$ cat src/rtl/jtframe_romrq_resp_if.sv
// Client-side ROM request bus and SDRAM read-port signals for jtframe_romrq_resp.
// The master modport belongs to the clients and the back end; the slave modport belongs to the responder.
interface jtframe_romrq_resp_if #(
    parameter int CLIENTS = 4,
    parameter int SDRAMW  = 22
);
    logic [CLIENTS-1:0]        req;
    logic [CLIENTS*SDRAMW-1:0] addr;
    logic [CLIENTS-1:0]        we;
    logic [CLIENTS-1:0]        dst;
    logic [CLIENTS-1:0]        din_ok;
    logic [15:0]               dout;
    logic                      mem_req;
    logic [SDRAMW-1:0]         mem_addr;
    logic                      mem_ack;
    logic [15:0]               mem_din;
    logic                      mem_dok;
    logic                      busy;

    modport master (
        output req, addr, mem_ack, mem_din, mem_dok,
        input  we, dst, din_ok, dout, mem_req, mem_addr, busy
    );

    modport slave (
        input  req, addr, mem_ack, mem_din, mem_dok,
        output we, dst, din_ok, dout, mem_req, mem_addr, busy
    );
endinterface

$ cat src/rtl/jtframe_romrq_resp.sv
// Round-robin responder serving 2-word SDRAM read bursts to up to four ROM-request clients.
// CLIENTS/SDRAMW must match the parameters of the connected interface instance.
module jtframe_romrq_resp #(
    parameter int CLIENTS = 4,
    parameter int SDRAMW  = 22
) (
    input  logic                 clk,
    input  logic                 rst,
    jtframe_romrq_resp_if.slave  bus
);
    localparam int PW = (CLIENTS > 1) ? $clog2(CLIENTS) : 1;

    typedef enum logic [2:0] {IDLE, ISSUE, WORD0, WORD1, GAP} state_t;

    state_t              state, state_nx;
    logic [PW-1:0]       ptr, ptr_nx;
    logic [CLIENTS-1:0]  we_r, we_nx;
    logic [CLIENTS-1:0]  dst_r, dst_nx;
    logic [CLIENTS-1:0]  din_ok_r, din_ok_nx;
    logic [15:0]         dout_r, dout_nx;
    logic                mem_req_r, mem_req_nx;
    logic [SDRAMW-1:0]   mem_addr_r, mem_addr_nx;
    logic                found;
    int                  gidx;

    always_ff @(posedge clk or posedge rst) begin
        if (rst) begin
            state      <= IDLE;
            ptr        <= '0;
            we_r       <= '0;
            dst_r      <= '0;
            din_ok_r   <= '0;
            dout_r     <= '0;
            mem_req_r  <= 1'b0;
            mem_addr_r <= '0;
        end else begin
            state      <= state_nx;
            ptr        <= ptr_nx;
            we_r       <= we_nx;
            dst_r      <= dst_nx;
            din_ok_r   <= din_ok_nx;
            dout_r     <= dout_nx;
            mem_req_r  <= mem_req_nx;
            mem_addr_r <= mem_addr_nx;
        end
    end

    always_comb begin
        state_nx    = state;
        ptr_nx      = ptr;
        we_nx       = we_r;
        dst_nx      = '0;
        din_ok_nx   = '0;
        dout_nx     = dout_r;
        mem_req_nx  = mem_req_r;
        mem_addr_nx = mem_addr_r;
        found       = 1'b0;
        gidx        = 0;

        // first requester at or after the pointer, wrapping inside the populated range
        for (int k = 0; k < CLIENTS; k++) begin
            if (!found && bus.req[(int'(ptr) + k) % CLIENTS]) begin
                found = 1'b1;
                gidx  = (int'(ptr) + k) % CLIENTS;
            end
        end

        case (state)
            IDLE: begin
                if (found) begin
                    we_nx       = CLIENTS'(1) << gidx;
                    mem_req_nx  = 1'b1;
                    mem_addr_nx = bus.addr[gidx*SDRAMW +: SDRAMW];
                    ptr_nx      = PW'((gidx + 1) % CLIENTS);
                    state_nx    = ISSUE;
                end
            end
            ISSUE: begin
                if (bus.mem_ack) begin
                    mem_req_nx = 1'b0;
                    // a data word arriving with the ack is the first word of the burst
                    if (bus.mem_dok) begin
                        dout_nx   = bus.mem_din;
                        dst_nx    = we_r;
                        din_ok_nx = we_r;
                        state_nx  = WORD1;
                    end else begin
                        state_nx  = WORD0;
                    end
                end
            end
            WORD0: begin
                if (bus.mem_dok) begin
                    dout_nx   = bus.mem_din;
                    dst_nx    = we_r;
                    din_ok_nx = we_r;
                    state_nx  = WORD1;
                end
            end
            WORD1: begin
                if (bus.mem_dok) begin
                    dout_nx   = bus.mem_din;
                    din_ok_nx = we_r;
                    state_nx  = GAP;
                end
            end
            GAP: begin
                we_nx    = '0;
                state_nx = IDLE;
            end
            default: state_nx = IDLE;
        endcase
    end

    assign bus.we       = we_r;
    assign bus.dst      = dst_r;
    assign bus.din_ok   = din_ok_r;
    assign bus.dout     = dout_r;
    assign bus.mem_req  = mem_req_r;
    assign bus.mem_addr = mem_addr_r;
    assign bus.busy     = (state != IDLE);
endmodule

$ cat src/flat_wrapper.sv
// flat-port wrapper written by rule: the top's interface ports become plain ports
module jtframe_romrq_resp_flat 
#(
    parameter int CLIENTS = 4,
    parameter int SDRAMW  = 22
)
  (clk, rst, bus_req, bus_addr, bus_mem_ack, bus_mem_din, bus_mem_dok, bus_we, bus_dst, bus_din_ok, bus_dout, bus_mem_req, bus_mem_addr, bus_busy);
  jtframe_romrq_resp_if #(.CLIENTS(CLIENTS), .SDRAMW(SDRAMW)) bus_i ();
  input  logic clk;
  input  logic rst;
  input wire logic [$bits(bus_i.req)-1:0] bus_req;
  input wire logic [$bits(bus_i.addr)-1:0] bus_addr;
  input wire logic [$bits(bus_i.mem_ack)-1:0] bus_mem_ack;
  input wire logic [$bits(bus_i.mem_din)-1:0] bus_mem_din;
  input wire logic [$bits(bus_i.mem_dok)-1:0] bus_mem_dok;
  output wire logic [$bits(bus_i.we)-1:0] bus_we;
  output wire logic [$bits(bus_i.dst)-1:0] bus_dst;
  output wire logic [$bits(bus_i.din_ok)-1:0] bus_din_ok;
  output wire logic [$bits(bus_i.dout)-1:0] bus_dout;
  output wire logic [$bits(bus_i.mem_req)-1:0] bus_mem_req;
  output wire logic [$bits(bus_i.mem_addr)-1:0] bus_mem_addr;
  output wire logic [$bits(bus_i.busy)-1:0] bus_busy;
  assign bus_i.req = bus_req;
  assign bus_i.addr = bus_addr;
  assign bus_i.mem_ack = bus_mem_ack;
  assign bus_i.mem_din = bus_mem_din;
  assign bus_i.mem_dok = bus_mem_dok;
  assign bus_we = bus_i.we;
  assign bus_dst = bus_i.dst;
  assign bus_din_ok = bus_i.din_ok;
  assign bus_dout = bus_i.dout;
  assign bus_mem_req = bus_i.mem_req;
  assign bus_mem_addr = bus_i.mem_addr;
  assign bus_busy = bus_i.busy;
  jtframe_romrq_resp #(.CLIENTS(CLIENTS), .SDRAMW(SDRAMW)) u_core (.clk(clk), .rst(rst), .bus(bus_i));
endmodule
$ cat config.mk
export PLATFORM = sky130hd
export DESIGN_NAME = jtframe_romrq_resp_flat
export DESIGN_NICKNAME = d
export VERILOG_FILES = /design/src/rtl/jtframe_romrq_resp_if.sv /design/src/rtl/jtframe_romrq_resp.sv /design/src/flat_wrapper.sv
export SDC_FILE = /design/constraint.sdc
export NUM_CORES = 1
export LEC_CHECK = 0
export ABC_AREA = 1
export CORE_ASPECT_RATIO = 0.7
export CORE_MARGIN = 1
export CORE_UTILIZATION = 25
export CTS_CLUSTER_DIAMETER = 120
export CTS_CLUSTER_SIZE = 30
export DETAILED_ROUTE_END_ITERATION = 12
export GPL_TIMING_DRIVEN = 0
export PLACE_DENSITY = 0.46
export RECOVER_POWER = 25
export SYNTH_ARGS = -nofsm -noshare
export SYNTH_HDL_FRONTEND = slang
export SYNTH_SLANG_ARGS = --single-unit
$ cat constraint.sdc
create_clock -name clk -period 5.2 [get_ports clk]
set_clock_uncertainty 0.1 [all_clocks]
set_input_delay 1.04 -clock clk [delete_from_list [all_inputs] [get_ports clk]]
set_output_delay 1.04 -clock clk [all_outputs]
set_load 0.05 [all_outputs]
==> results.ini <==
[status]
outcome = finished with violations
violations = max-capacitance violations, max-slew violations

[hold_path]
hold_start = u_core.bus.mem_addr[19]$_DFFE_PP0P_
hold_path.class = reg2reg

[synthesis]
ys.flop_type = dfrtp_1
ys_seq_area_share_pct = 23.77
synthesis.area_um2 = 5894
ys_seq_elements = 56
avgSynthCellArea_um2 = 6.102
synth_edf_count = 0
synthesis.nets = 1082
ys_types = 40
async_flop_share_pct = 100.0
yosys_warnings = 0
syn_inst = 966

[global_route]
grt_overflow = 0
grt_pass1_wl_um = 45560
grt_pass1_vias = 7046
grt_max_degree = 35
antenna_found_initial = 1
grtUsageTotal_pct = 26.11

[clock_tree]
insertion_delay_ns = 0.30
numCtsBuffers = 5
cts_setup_buffers = 0
clockBufferDepth = 2
cts_max_level = 2
clk_pin_slew_ns = 0.07
clock_sinks = 56
cts_tree = yes
ctsRootBufferMaster = clkbuf_16

[timing]
hold_violations = 0
drv_slew = 35
fin_crit_sh_pct = 94.17
max_clock_freq_mhz = 204.2
rsz0062_at_grt = false
worst_slack_ns = 0.3030
finalCriticalPeriod_ns = 4.897
hold-worst-slack_ns = 0.3828
setup_violations = 0
relSlewSlack_pct = -25.57
worst_pin_slew_ns = 1.884

[cells_and_area]
final_nets = 1250
syn_to_final_growth_pct = 37.36
finalNonFillerCells = 1447
final_cell_mix = nand2_1, nand3_1, clkdlybuf4s50_1, inv_1, dfrtp_1
fin_area_um2 = 8097
layout_commonest_cell = nand2_1
diodes = 0
drive_gt1_share_pct = 8.987

[place]
dp.cells = 1441
portBuffers = 162
gp_congestion = 0.9614
dp_hpwl_um = 24800
dpl_cell_area_um2 = 7926
place_ws_ns = -0.5393

[critical_path]
crit_path_start = bus_req[3]
worstPathMaxFanout = 13
required_ns = 5.29
critPathCaptureType = flop
r2r-start = u_core.ptr[1]$_DFFE_PP0P_
worstPathArrival_ns = 4.99
critical_path_class = in2reg
cp-start-kind = input pin

[floorplanning]
die_x_um = 185.5
core_um2 = 22910
io_pins = 164
dieArea_um2 = 24210
row_count = 46
die_y_um = 130.5
initial_core_util_pct = 25.73

[detailed_routing]
dr.pass1.iters = 6
vias = 7491
wl_um = 31400
routedWlPerCell_um = 21.70
drt-vias-per-instance = 5.177
drtIter0Drc = 779
drtAntennaViolNets = 0
drc = 0

[run]
drv_cap = 1

-- what timing repair did --
action | CTS | global route
endpoints found under the setup margin | 16 | 22
hold buffers | 0 | 0
resized for setup | 4 | 12
-- layer usage --
metal,part of all wire [%],up-vias,global-route usage (%)
met5,0,-,0
li1,-,3535,-
met2,39,429,37.01
met1,49,3487,38.72
met3,11,40,7.040
met4,1.8,0,5.737
-- synth_stat cells, types with 10 or more instances --
| master | count | share of area, % |
|---|---|---|
| nand2_1 | 315 | 20 |
| nand3_1 | 166 | 14 |
| inv_1 | 90 | 5.7 |
| dfrtp_1 | 56 | 24 |
| nor2_1 | 52 | 3.3 |
| o211ai_1 | 43 | 5.5 |
| a21oi_1 | 40 | 3.4 |
| o21ai_0 | 33 | 2.8 |
| clkbuf_1 | 26 | 1.7 |
| mux2_2 | 16 | 3.1 |
| buf_2 | 15 | 1.3 |
| o21ai_1 | 14 | 1.2 |
| buf_6 | 11 | 2.1 |
| nand3b_1 | 10 | 1.3 |
-- stage by stage --
stage	utilization, %	TNS (ns)
after floorplan	-	0
after global placement	34.52	-10.11
after detailed placement	34.60	-8.205
after CTS	35.42	0
after global routing	35.35	0
final	35.35	0
-- cell type report --
cell class	count	area, um2
multi-input cells	749	3720
plain buffers	63	414.1
inverters	96	362.8
fillers	2604	14810
flip-flops and latches	56	1401
clock inverters	1	30.03
well taps	312	390.4
clock buffers	7	152.6
repair buffers	163	1625
-- worst paths after layout --
kind                       slack (ns)  depth (start not counted)                             endpoint
max                              0.30                         20  u_core.bus.mem_addr[13]$_DFFE_PP0P_
min                              0.38                          2  u_core.bus.mem_addr[19]$_DFFE_PP0P_
max reg2reg                      0.94                         19  u_core.bus.mem_addr[13]$_DFFE_PP0P_
min reg2reg                      0.38                          2  u_core.bus.mem_addr[19]$_DFFE_PP0P_
max in group asynchronous        1.48                          3       u_core.bus.mem_req$_DFFE_PP0P_
min in group asynchronous        1.28                          2      u_core.bus.dout[12]$_DFFE_PP0P_
-- critical path, stage by stage --
cell,delay (ns)
clkdlybuf4s50_1,0.42
inv_1,0.10
nand2_1,0.06
nand2_1,0.09
nor2_1,0.06
nor2_1,0.18
nand3_2,0.21
nand3_2,0.15
buf_12,0.16
inv_2,0.11
buf_4,0.23
ha_1,0.58
clkbuf_1,0.76
nand3_1,0.24
nand2_1,0.14
nand2_1,0.06
nand3_1,0.12
nand3_1,0.11
nand2_1,0.10
a21oi_1,0.06
-- sequential cells by signal (all words and copies together), names as in the netlist --
name                 flops
u_core.bus.dst           4
u_core.ptr               2
u_core.bus.dout         16
u_core.bus.mem_req       1
u_core.bus.din_ok        4
u_core.bus.we            4
u_core.bus.mem_addr     22
u_core.state             3
-- kinds of logic (layout without fill, tap and decap cells) --
family / count (synthesis) / count (layout) / share of synthesized area [%]
simple gates: 573 / 573 / 42.45
flops: 56 / 56 / 23.77
buf+inv: 161 / 330 / 13.12
compound gates: 156 / 156 / 16.75
mux: 16 / 16 / 3.057
fa+ha+maj: 4 / 4 / 0.8491
Power is left out: the tool's default activity adds up to more than one toggle a clock period on the data nets, which glitch-free logic cannot reach.
